`src/rtl/hs_pipe_slice.sv`:
```
// ============================================================================
// Module   : hs_pipe_slice
// Brief    : Parametrised valid/ready register slice chain (bypass, forward,
//            backward/skid, full) with synchronous flush and idle indication.
//            Optional counters enabled by defining HS_PIPE_SLICE_STATS_EN.
// Revision : 1.0 - initial release
// ============================================================================
`default_nettype none

module hs_pipe_slice #(
    parameter int DATA_W = 16,
    parameter int STAGES = 1,
    parameter int MODE   = 3
) (
    input  logic              clk,
    input  logic              rst,
    input  logic              flush,
    input  logic              valid_up,
    input  logic [DATA_W-1:0] data_up,
    output logic              ready_up,
    output logic              valid_down,
    output logic [DATA_W-1:0] data_down,
    input  logic              ready_down,
    output logic              idle
`ifdef HS_PIPE_SLICE_STATS_EN
    ,
    output logic [31:0]       xfer_cnt,
    output logic [31:0]       stall_cnt
`endif
);

    typedef enum logic [1:0] {
        ST_EMPTY = 2'd0,
        ST_HALF  = 2'd1,
        ST_FULL  = 2'd2
    } state_t;

    generate
        if (MODE == 0) begin : g_bypass
            assign ready_up   = ready_down;
            assign valid_down = valid_up;
            assign data_down  = data_up;
            assign idle       = 1'b1;
        end else begin : g_chain
            // Index s is the interface feeding stage s; index STAGES is the chain output.
            logic              w_vld [0:STAGES];
            logic              w_rdy [0:STAGES];
            logic [DATA_W-1:0] w_dat [0:STAGES];
            logic [STAGES-1:0] w_empty;

            assign w_vld[0]      = valid_up;
            assign w_dat[0]      = data_up;
            assign w_rdy[STAGES] = ready_down;
            assign ready_up      = w_rdy[0];
            assign valid_down    = w_vld[STAGES];
            assign data_down     = w_dat[STAGES];
            assign idle          = &w_empty;

            for (genvar s = 0; s < STAGES; s++) begin : g_stage
                if (MODE == 1) begin : g_fwd
                    logic              r_full;
                    logic [DATA_W-1:0] r_data;
                    logic              w_push;
                    logic              w_pop;

                    assign w_rdy[s]   = !r_full || w_rdy[s+1];
                    assign w_push     = w_vld[s] && w_rdy[s];
                    assign w_pop      = r_full && w_rdy[s+1];
                    assign w_vld[s+1] = r_full;
                    assign w_dat[s+1] = r_data;
                    assign w_empty[s] = !r_full;

                    always_ff @(posedge clk or negedge rst) begin
                        if (!rst) begin
                            r_full <= 1'b0;
                            r_data <= '0;
                        end else if (flush) begin
                            r_full <= 1'b0;
                            r_data <= '0;
                        end else if (w_push) begin
                            r_full <= 1'b1;
                            r_data <= w_dat[s];
                        end else if (w_pop) begin
                            r_full <= 1'b0;
                            r_data <= '0;
                        end
                    end
                end else if (MODE == 2) begin : g_skid
                    logic              r_full;
                    logic [DATA_W-1:0] r_data;

                    // Pass-through is suppressed in reset and during flush so no beat escapes.
                    assign w_rdy[s]   = !r_full;
                    assign w_vld[s+1] = r_full || (w_vld[s] && rst && !flush);
                    assign w_dat[s+1] = r_full ? r_data : (rst ? w_dat[s] : '0);
                    assign w_empty[s] = !r_full;

                    always_ff @(posedge clk or negedge rst) begin
                        if (!rst) begin
                            r_full <= 1'b0;
                            r_data <= '0;
                        end else if (flush) begin
                            r_full <= 1'b0;
                            r_data <= '0;
                        end else if (!r_full && w_vld[s] && !w_rdy[s+1]) begin
                            r_full <= 1'b1;
                            r_data <= w_dat[s];
                        end else if (r_full && w_rdy[s+1]) begin
                            r_full <= 1'b0;
                            r_data <= '0;
                        end
                    end
                end else begin : g_full
                    state_t            r_st;
                    logic              r_rdy;
                    logic [DATA_W-1:0] r_out;
                    logic [DATA_W-1:0] r_skid;
                    logic              w_push;
                    logic              w_pop;

                    assign w_rdy[s]   = r_rdy;
                    assign w_push     = w_vld[s] && r_rdy;
                    assign w_pop      = (r_st != ST_EMPTY) && w_rdy[s+1];
                    assign w_vld[s+1] = (r_st != ST_EMPTY);
                    assign w_dat[s+1] = r_out;
                    assign w_empty[s] = (r_st == ST_EMPTY);

                    // r_out always holds the oldest beat; r_skid the newer one when FULL.
                    always_ff @(posedge clk or negedge rst) begin
                        if (!rst) begin
                            r_st   <= ST_EMPTY;
                            r_rdy  <= 1'b1;
                            r_out  <= '0;
                            r_skid <= '0;
                        end else if (flush) begin
                            r_st   <= ST_EMPTY;
                            r_rdy  <= 1'b1;
                            r_out  <= '0;
                            r_skid <= '0;
                        end else begin
                            case (r_st)
                                ST_EMPTY: begin
                                    if (w_push) begin
                                        r_out <= w_dat[s];
                                        r_st  <= ST_HALF;
                                    end
                                end
                                ST_HALF: begin
                                    if (w_push && !w_pop) begin
                                        r_skid <= w_dat[s];
                                        r_st   <= ST_FULL;
                                        r_rdy  <= 1'b0;
                                    end else if (!w_push && w_pop) begin
                                        r_out <= '0;
                                        r_st  <= ST_EMPTY;
                                    end else if (w_push && w_pop) begin
                                        r_out <= w_dat[s];
                                    end
                                end
                                ST_FULL: begin
                                    if (w_pop) begin
                                        r_out  <= r_skid;
                                        r_skid <= '0;
                                        r_st   <= ST_HALF;
                                        r_rdy  <= 1'b1;
                                    end
                                end
                                default: begin
                                    r_st  <= ST_EMPTY;
                                    r_rdy <= 1'b1;
                                end
                            endcase
                        end
                    end
                end
            end
        end
    endgenerate

`ifdef HS_PIPE_SLICE_STATS_EN
    logic [31:0] r_xfer;
    logic [31:0] r_stall;

    always_ff @(posedge clk or negedge rst) begin
        if (!rst) begin
            r_xfer  <= '0;
            r_stall <= '0;
        end else if (flush) begin
            r_xfer  <= '0;
            r_stall <= '0;
        end else begin
            if (valid_down && ready_down && !(&r_xfer)) begin
                r_xfer <= r_xfer + 32'd1;
            end
            if (valid_down && !ready_down && !(&r_stall)) begin
                r_stall <= r_stall + 32'd1;
            end
        end
    end

    assign xfer_cnt  = r_xfer;
    assign stall_cnt = r_stall;
`endif

endmodule

`default_nettype wire

```
`config.mk`:
```
export PLATFORM = sky130hd
export DESIGN_NAME = hs_pipe_slice
export DESIGN_NICKNAME = d
export VERILOG_FILES = /design/src/rtl/hs_pipe_slice.sv
export SDC_FILE = /design/constraint.sdc
export NUM_CORES = 1
export LEC_CHECK = 0
export ABC_AREA = 1
export BUFFER_PORTS_ARGS = -buffer_cell sky130_fd_sc_hd__buf_2
export CORE_ASPECT_RATIO = 1.1
export CORE_MARGIN = 2
export CORE_UTILIZATION = 53
export CTS_CLUSTER_SIZE = 16
export DETAILED_ROUTE_END_ITERATION = 10
export PLACE_DENSITY_LB_ADDON = 0.2
export REMOVE_ABC_BUFFERS = 1
export SLEW_MARGIN = 20
export SYNTH_ARGS = -nofsm -noshare
export SYNTH_HDL_FRONTEND = slang
export SYNTH_SLANG_ARGS = --single-unit
```
`constraint.sdc`:
```
create_clock -name clk -period 2 [get_ports clk]
set_input_delay 0.4 -clock clk [delete_from_list [all_inputs] [get_ports clk]]
set_output_delay 0.4 -clock clk [all_outputs]
set_load 0.01 [all_outputs]
```
==> results of run 1 <==
[final cells by class]
| class | instances | area [µm²] | area share (%) |
|---|---|---|---|
| flip-flops and latches | 35 | 877.1 | 42.18 |
| multi-input cells | 189 | 804.5 | 38.69 |
| repair buffers | 46 | 262.8 | 12.64 |
| inverters | 12 | 45.04 | 2.166 |
| well taps | 36 | 45.04 | 2.166 |
| clock buffers | 5 | 37.54 | 1.805 |
| clock inverters | 1 | 7.507 | 0.3610 |
[report_power, final]
part | total [mW] | switching [mW] | internal [mW] | leakage, nW
clock network | 0.344 | 0.221 | 0.124 | 0.0232
logic | 1.21 | 0.761 | 0.451 | 0.738
registers | 1.14 | 0.146 | 0.996 | 0.457
[kinds of logic after synthesis]
logic type               share of synthesized area (%)
AO/OA/AOI/OAI                                    6.069
adder cells (fa/ha/maj)                          3.529
buffers and inverters                            5.152
flip-flops                                       49.47
AND/OR/NAND/NOR                                  35.78
[path summary, 6_finish.rpt]
path / from / to / slack [ps] / depth (start not counted)
setup / recovery: g_chain.g_stage[0].g_full.r_st[0]$_DFFE_PN0P_ / data_down[4]$_DFFE_PN0P_ / 230 / 11
hold / removal: data_up[7] / g_chain.g_stage[0].g_full.r_skid[7]$_DFFE_PN0P_ / 330 / 3
setup reg to reg: g_chain.g_stage[0].g_full.r_st[0]$_DFFE_PN0P_ / data_down[4]$_DFFE_PN0P_ / 230 / 11
hold reg to reg: data_down[4]$_DFFE_PN0P_ / data_down[4]$_DFFE_PN0P_ / 480 / 2
max in group asynchronous: rst / data_down[11]$_DFFE_PN0P_ / 960 / 3
min in group asynchronous: rst / data_down[5]$_DFFE_PN0P_ / 540 / 2
[critical path: cells and delay by family (launching register included)]
kind                       cells  cell delay [ps]
buffers and inverters          2              170
DFF                            1              400
and+or+nand+nor                8              880
adders and majority gates      1              230
[flip-flops by register name, summed over array words and instances, names as in the netlist]
register / count
data_down: 16
g_chain.g_stage.g_full.r_skid: 16
g_chain.g_stage.g_full.r_st: 2
ready_up: 1
[through the flow]
step / setup TNS, ps / power, mW / setup WS, ps / cell area [µm²] / std cells
after floorplan: -2040 / 1.891 / -127.5 / 1727 / 236
after global placement: 0 / 2.356 / 306.7 / 2024 / 317
after detailed placement: 0 / 2.374 / 260.6 / 2024 / 317
after global routing: 0 / 2.976 / 52.89 / 2079 / 324
final: 0 / 2.698 / 232.9 / 2079 / 324
after CTS: 0 / 2.728 / 233.6 / 2079 / 324
[repair_timing]
action                                 4_1_cts  5_1_grt
hold buffers                                 1        0
endpoints found under the hold margin       14        0
gates resized for setup                      0        0
[cell usage in the layout, fill, tap and decap left out]
master	instances
clkinvlp_4	1
o31ai_1	1
nor2_2	1
nand2_2	2
ha_1	5
nand3_2	1
dlygate4sd3_1	1
nand3_1	1
inv_2	1
clkbuf_4	5
buf_4	5
buf_12	1
nand2_1	149
buf_2	39
dfrtp_1	34
dfstp_2	1
o21ai_1	1
nor2_4	1
nor2_1	8
o21ai_0	19
inv_1	11
[per-layer routing]
metal | up-vias | share of wire (%)
li1 | 832 | -
met1 | 691 | 47
met2 | 47 | 46
met3 | 4 | 5.4
met4 | 0 | 0.89
met5 | - | 0
==> impl_metrics.env, run 1 <==
export IMPL_timing_final_crit_share_pct=88.36
export IMPL_fillCellCount=313
export IMPL_diodes=0
export IMPL_synth_distinct_cells=19
export IMPL_grt_pass1_vias=1419
export IMPL_crit_fanout=16
export IMPL_grtUsageMet2_pct=33.75
export IMPL_grt_max_degree=33
export IMPL_finalCriticalPeriod_ps=1767
export IMPL_status="completed"
export IMPL_min_path_type="input pin to flop"
export IMPL_cts_buffer_depth=2
export IMPL_crit_type="flop to flop"
export IMPL_grt_pass1_wl_mm=6.237
export IMPL_final_nets=315
export IMPL_worstMarginPinSlew_ps=477.1
export IMPL_max_stage_delay_ps=400
export IMPL_place_congestion=0.9263
export IMPL_firstDrtPassIters=5
export IMPL_vias=1574
export IMPL_peakVddDrop_mv=0.5485
export IMPL_dieArea_mm2=0.003824
export IMPL_h_tree_depth=2
export IMPL_p_per_area_mw_per_mm2=1298
export IMPL_async_flop_share_pct=100.0
export IMPL_path_cells="inv_1 > ha_1 > inv_1 > nand2_1 > nand2_1 > nand2_1 > nand2_1 > nand2_2 > nor2_4 > nand2_1 > nand2_1"
export IMPL_cts_clk_slew_worst_paths_ps=100
export IMPL_syn_area_mm2=0.001773
export IMPL_worst_setup_path_end_kind="flop"
export IMPL_synthFlopType="dfrtp_1"
export IMPL_drtIter0Drc=84
export IMPL_hold_slack_ps=330.1
export IMPL_cp_arrival_ps=2030
export IMPL_dp_final_hpwl_mm=2.419
export IMPL_synth_top_area_share_pct=47.99
export IMPL_use_met1_pct=29.63
export IMPL_route_final_wire_length_mm=3.587
export IMPL_grtUsageTotal_pct=21.53
export IMPL_antenna_found_initial=0
export IMPL_synth_top_cells_by_count="149 x nand2_1, 34 x dfrtp_1, 19 x o21ai_0"
export IMPL_hold_violations=0
export IMPL_post_route_util_pct=63.48
export IMPL_max_freq_mhz=565.9
export IMPL_row_count=22
export IMPL_dieHeight_um=64.66
export IMPL_leakage_nw=1.218
export IMPL_ant_nets=0
export IMPL_yosysTopAreaCell="dfrtp_1"
export IMPL_drv_cap=0
export IMPL_syn_avg_cell_area_um2=7.266
export IMPL_slowest_stage="dfrtp_1"
export IMPL_grt_overflow=0
export IMPL_port_buffers=39
export IMPL_required_ps=2270
export IMPL_drc=0
export IMPL_layout_drive_gt1_share_pct=20.14
export IMPL_pin_count=40
export IMPL_cts_root_buf="clkbuf_4"
export IMPL_ys_seq_area_share_pct=49.47
export IMPL_crit_top_cell="nand2_1"
export IMPL_setup_viol=0
export IMPL_cts_made_buffers=5
export IMPL_cts_tree="done"
export IMPL_insertion_delay_ps=330
export IMPL_slew_limit_headroom_pct=68.16
export IMPL_synth_edff_count=0
export IMPL_synth_cells=244
export IMPL_die_x_um=59.15
export IMPL_drv_slew=0
export IMPL_worstSetupStartpointType="flop"
export IMPL_rsz0062_at_grt="false"
export IMPL_coreArea_mm2=0.003276
export IMPL_cts_sinks=35
export IMPL_ys_warnings_count=0
export IMPL_avgRoutedWirePerCell_um=11.07
export IMPL_initial_utilization_pct=54.13
export IMPL_yosys_top_cells_area="dfrtp_1 48%, nand2_1 32%, o21ai_0 5.4%"
export IMPL_syn_to_final_growth_pct=17.29
export IMPL_synth_seq_cells=35
export IMPL_busiest_layer="met2"
export IMPL_post_cts_buffers=0
export IMPL_finalClockSkew_ps=13.79
export IMPL_synth_most_common_cell="nand2_1"
export IMPL_vias_per_cell=4.858
export IMPL_grtUsageMet3_pct=5.389
(Power assumes the default switching activity.)
==> inputs of run 2 (changes only) <==
==> constraint.sdc (replaced) <==
create_clock -name clk -period 2 [get_ports clk]
set_input_delay 0.1 -clock clk [delete_from_list [all_inputs] [get_ports clk]]
set_output_delay 0.1 -clock clk [all_outputs]
set_load 0.01 [all_outputs]
==> run 2 against run 1 <==
  * Fmax hardly changed
  * Cell count is the same
  * Cell area down 0.48%
  * Die area did not move
  * Register-to-register slack about the same
  * Worst setup slack about the same
  * Clock power up 3%
  * Core utilization is 0.31 points lower
  * Routed wire length grew 1.6%
  * Critical endpoint is now g_chain.g_stage[0].g_full.r_skid[0]$_DFFE_PN0P_
  * Highest routed layer unchanged
==> impl_metrics.env, run 2 (synthesized netlist as in run 1, its figures left out) <==
export IMPL_stdcell_area_mm2=0.002069
export IMPL_layout_drive_gt1_share_pct=19.44
export IMPL_vias_per_cell=4.935
export IMPL_port_buffers=39
export IMPL_path_cells="inv_1 > ha_1 > inv_1 > nand2_1 > nand2_1 > nand2_1 > nand2_1 > inv_1 > nand2_1 > buf_12 > o21ai_0"
export IMPL_p_int_mw=1.581
export IMPL_row_count=22
export IMPL_critPathLaunch="g_chain.g_stage[0].g_full.r_st[0]$_DFFE_PN0P_"
export IMPL_insertion_delay_ps=330
export IMPL_antenna_found_initial=0
export IMPL_switchingPower_mw=1.135
export IMPL_h_tree_depth=2
export IMPL_final_cells=324
export IMPL_layout_common_cells="149 x nand2_1, 39 x buf_2, 34 x dfrtp_1, 19 x o21ai_0, 11 x inv_1"
export IMPL_placed_area_mm2=0.002009
export IMPL_drv_slew=0
export IMPL_cts_resized=0
export IMPL_worst_setup_path_end_kind="flop"
export IMPL_final_common_cell="nand2_1"
export IMPL_cts_sinks=35
export IMPL_grt_max_degree=36
export IMPL_dp_final_hpwl_mm=2.480
export IMPL_power_frac_seq_pct=42.0
export IMPL_vias=1599
export IMPL_initial_utilization_pct=54.13
export IMPL_cts_buffer_depth=2
export IMPL_critical_path_top_delay_family="simple AND/OR/NAND/NOR gates"
export IMPL_crit_type="flop to flop"
export IMPL_min_from="data_up[1]"
export IMPL_hold_violations=0
export IMPL_worstSetupStartpointType="flop"
export IMPL_required_ps=2240
export IMPL_slew_limit_headroom_pct=50.00
export IMPL_p_per_area_mw_per_mm2=1312
export IMPL_cts_made_buffers=5
export IMPL_grtUsageTotal_pct=21.63
export IMPL_timing_final_crit_share_pct=88.33
export IMPL_grt_pass1_wl_mm=6.375
export IMPL_drv_cap=0
export IMPL_coreArea_mm2=0.003276
export IMPL_swShare_pct=41.79
export IMPL_dieArea_mm2=0.003824
export IMPL_reg2reg_from="g_chain.g_stage[0].g_full.r_st[0]$_DFFE_PN0P_"
export IMPL_max_stage_delay_ps=420
export IMPL_rsz0062_at_grt="false"
export IMPL_cts_clk_slew_worst_paths_ps=100
export IMPL_leakage_nw=1.215
export IMPL_drc=0
export IMPL_die_x_um=59.15
export IMPL_crit_fanout=32
export IMPL_slowest_stage="dfrtp_1"
export IMPL_diodes=0
export IMPL_min_path_type="input pin to flop"
export IMPL_dieHeight_um=64.66
export IMPL_cts_root_buf="clkbuf_4"
export IMPL_crit_top_cell="nand2_1"
export IMPL_status="completed"
export IMPL_drtIter0Drc=76
export IMPL_avgRoutedWirePerCell_um=11.24
export IMPL_peakVddDrop_mv=0.6019
export IMPL_finalClockSkew_ps=5.847
export IMPL_dp_cells=315
export IMPL_final_nets=313
export IMPL_syn_to_final_growth_pct=16.73
export IMPL_cp_arrival_ps=2010
export IMPL_ant_nets=0
export IMPL_path_buf_inv=4
export IMPL_grt_overflow=0
export IMPL_setup_viol=0
export IMPL_cts_tree="done"
export IMPL_combinationalPowerShare_pct=45.0
export IMPL_firstDrtPassIters=4
export IMPL_worstMarginPinSlew_ps=750.0
export IMPL_finalCriticalPeriod_ps=1767
export IMPL_grt_pass1_vias=1440
export IMPL_route_final_wire_length_mm=3.643
export IMPL_place_congestion=0.9305
export IMPL_pin_count=40
export IMPL_max_freq_mhz=566.1
export IMPL_clkPwrFrac_pct=13.1
[run 2: changes by cell type in the layout (fill, tap and decap cells not counted), sizes merged]
cell | before | now
buf | 45 | 43
clkbuf | 5 | 7
clkinv | 0 | 1
clkinvlp | 1 | 0
[run 2: worst paths after layout]
| check | cells past startpoint | slack, ps | to |
|---|---|---|---|
| worst max-delay path | 11 | 230 | g_chain.g_stage[0].g_full.r_skid[0]$_DFFE_PN0P_ |
| worst min-delay path | 3 | 30 | g_chain.g_stage[0].g_full.r_skid[1]$_DFFE_PN0P_ |
| worst max register to register | 11 | 230 | g_chain.g_stage[0].g_full.r_skid[0]$_DFFE_PN0P_ |
| worst min register to register | 2 | 480 | data_down[8]$_DFFE_PN0P_ |
| max in group asynchronous | 2 | 1150 | data_down[7]$_DFFE_PN0P_ |
| min in group asynchronous | 2 | 370 | data_down[8]$_DFFE_PN0P_ |
[run 2: tightest hold or removal path: stages]
cell	delay, ps
buf_2	100
nand2_1	50
o21ai_0	70
[run 2: metal layers]
layer,track usage (%),up-vias,share of wire [%],routed length [µm]
met5,0,-,0,0
met4,4.261,0,0.80,29
met3,5.788,4,4.7,172
met2,33.47,39,47,1725
met1,30.70,729,47,1716
li1,-,827,-,-
[run 2: area by class of cell]
cell class                      count  area [µm²]
Clock inverter                      1       5.005
Tap cell                           36       45.04
Sequential cell                    35       877.1
Inverter                           12       45.04
Fill cell                         331        1206
Clock buffer                        7       45.04
Multi-Input combinational cell    189       804.5
Timing Repair Buffer               44       247.7
[run 2: what timing repair did]
item | 4_1_cts | 5_1_grt
endpoints found under the hold margin | 34 | 0
hold buffers | 1 | 0
setup endpoints to repair | 0 | 0
buffers inserted | 0 | 0
[run 2: power groups by stage]
| stage | sequential [mW] | clock, mW | combinational (mW) |
|---|---|---|---|
| final | 1.14 | 0.356 | 1.22 |
| after global routing | 1.18 | 0.396 | 1.42 |
| after CTS | 1.14 | 0.371 | 1.24 |
| after detailed placement | 1.16 | 0 | 1.23 |
| after global placement | 1.14 | 0 | 1.21 |
| after floorplan | 1.23 | 0 | 0.661 |
[run 2: per-stage QoR]
| step | setup slack, ps | setup TNS (ps) | utilization [%] | hold WS [ps] | power (mW) |
|---|---|---|---|---|---|
| floorplan | -127.5 | -2040 | - | -195.6 | 1.891 |
| global placement | 310.5 | 0 | 61.34 | 214.4 | 2.352 |
| detailed placement | 262.8 | 0 | 61.34 | 211.4 | 2.384 |
| CTS | 237.6 | 0 | 63.18 | 24.31 | 2.752 |
| global route | 27.70 | 0 | 63.18 | 36.27 | 2.990 |
| finish | 233.4 | 0 | 63.18 | 34.74 | 2.716 |
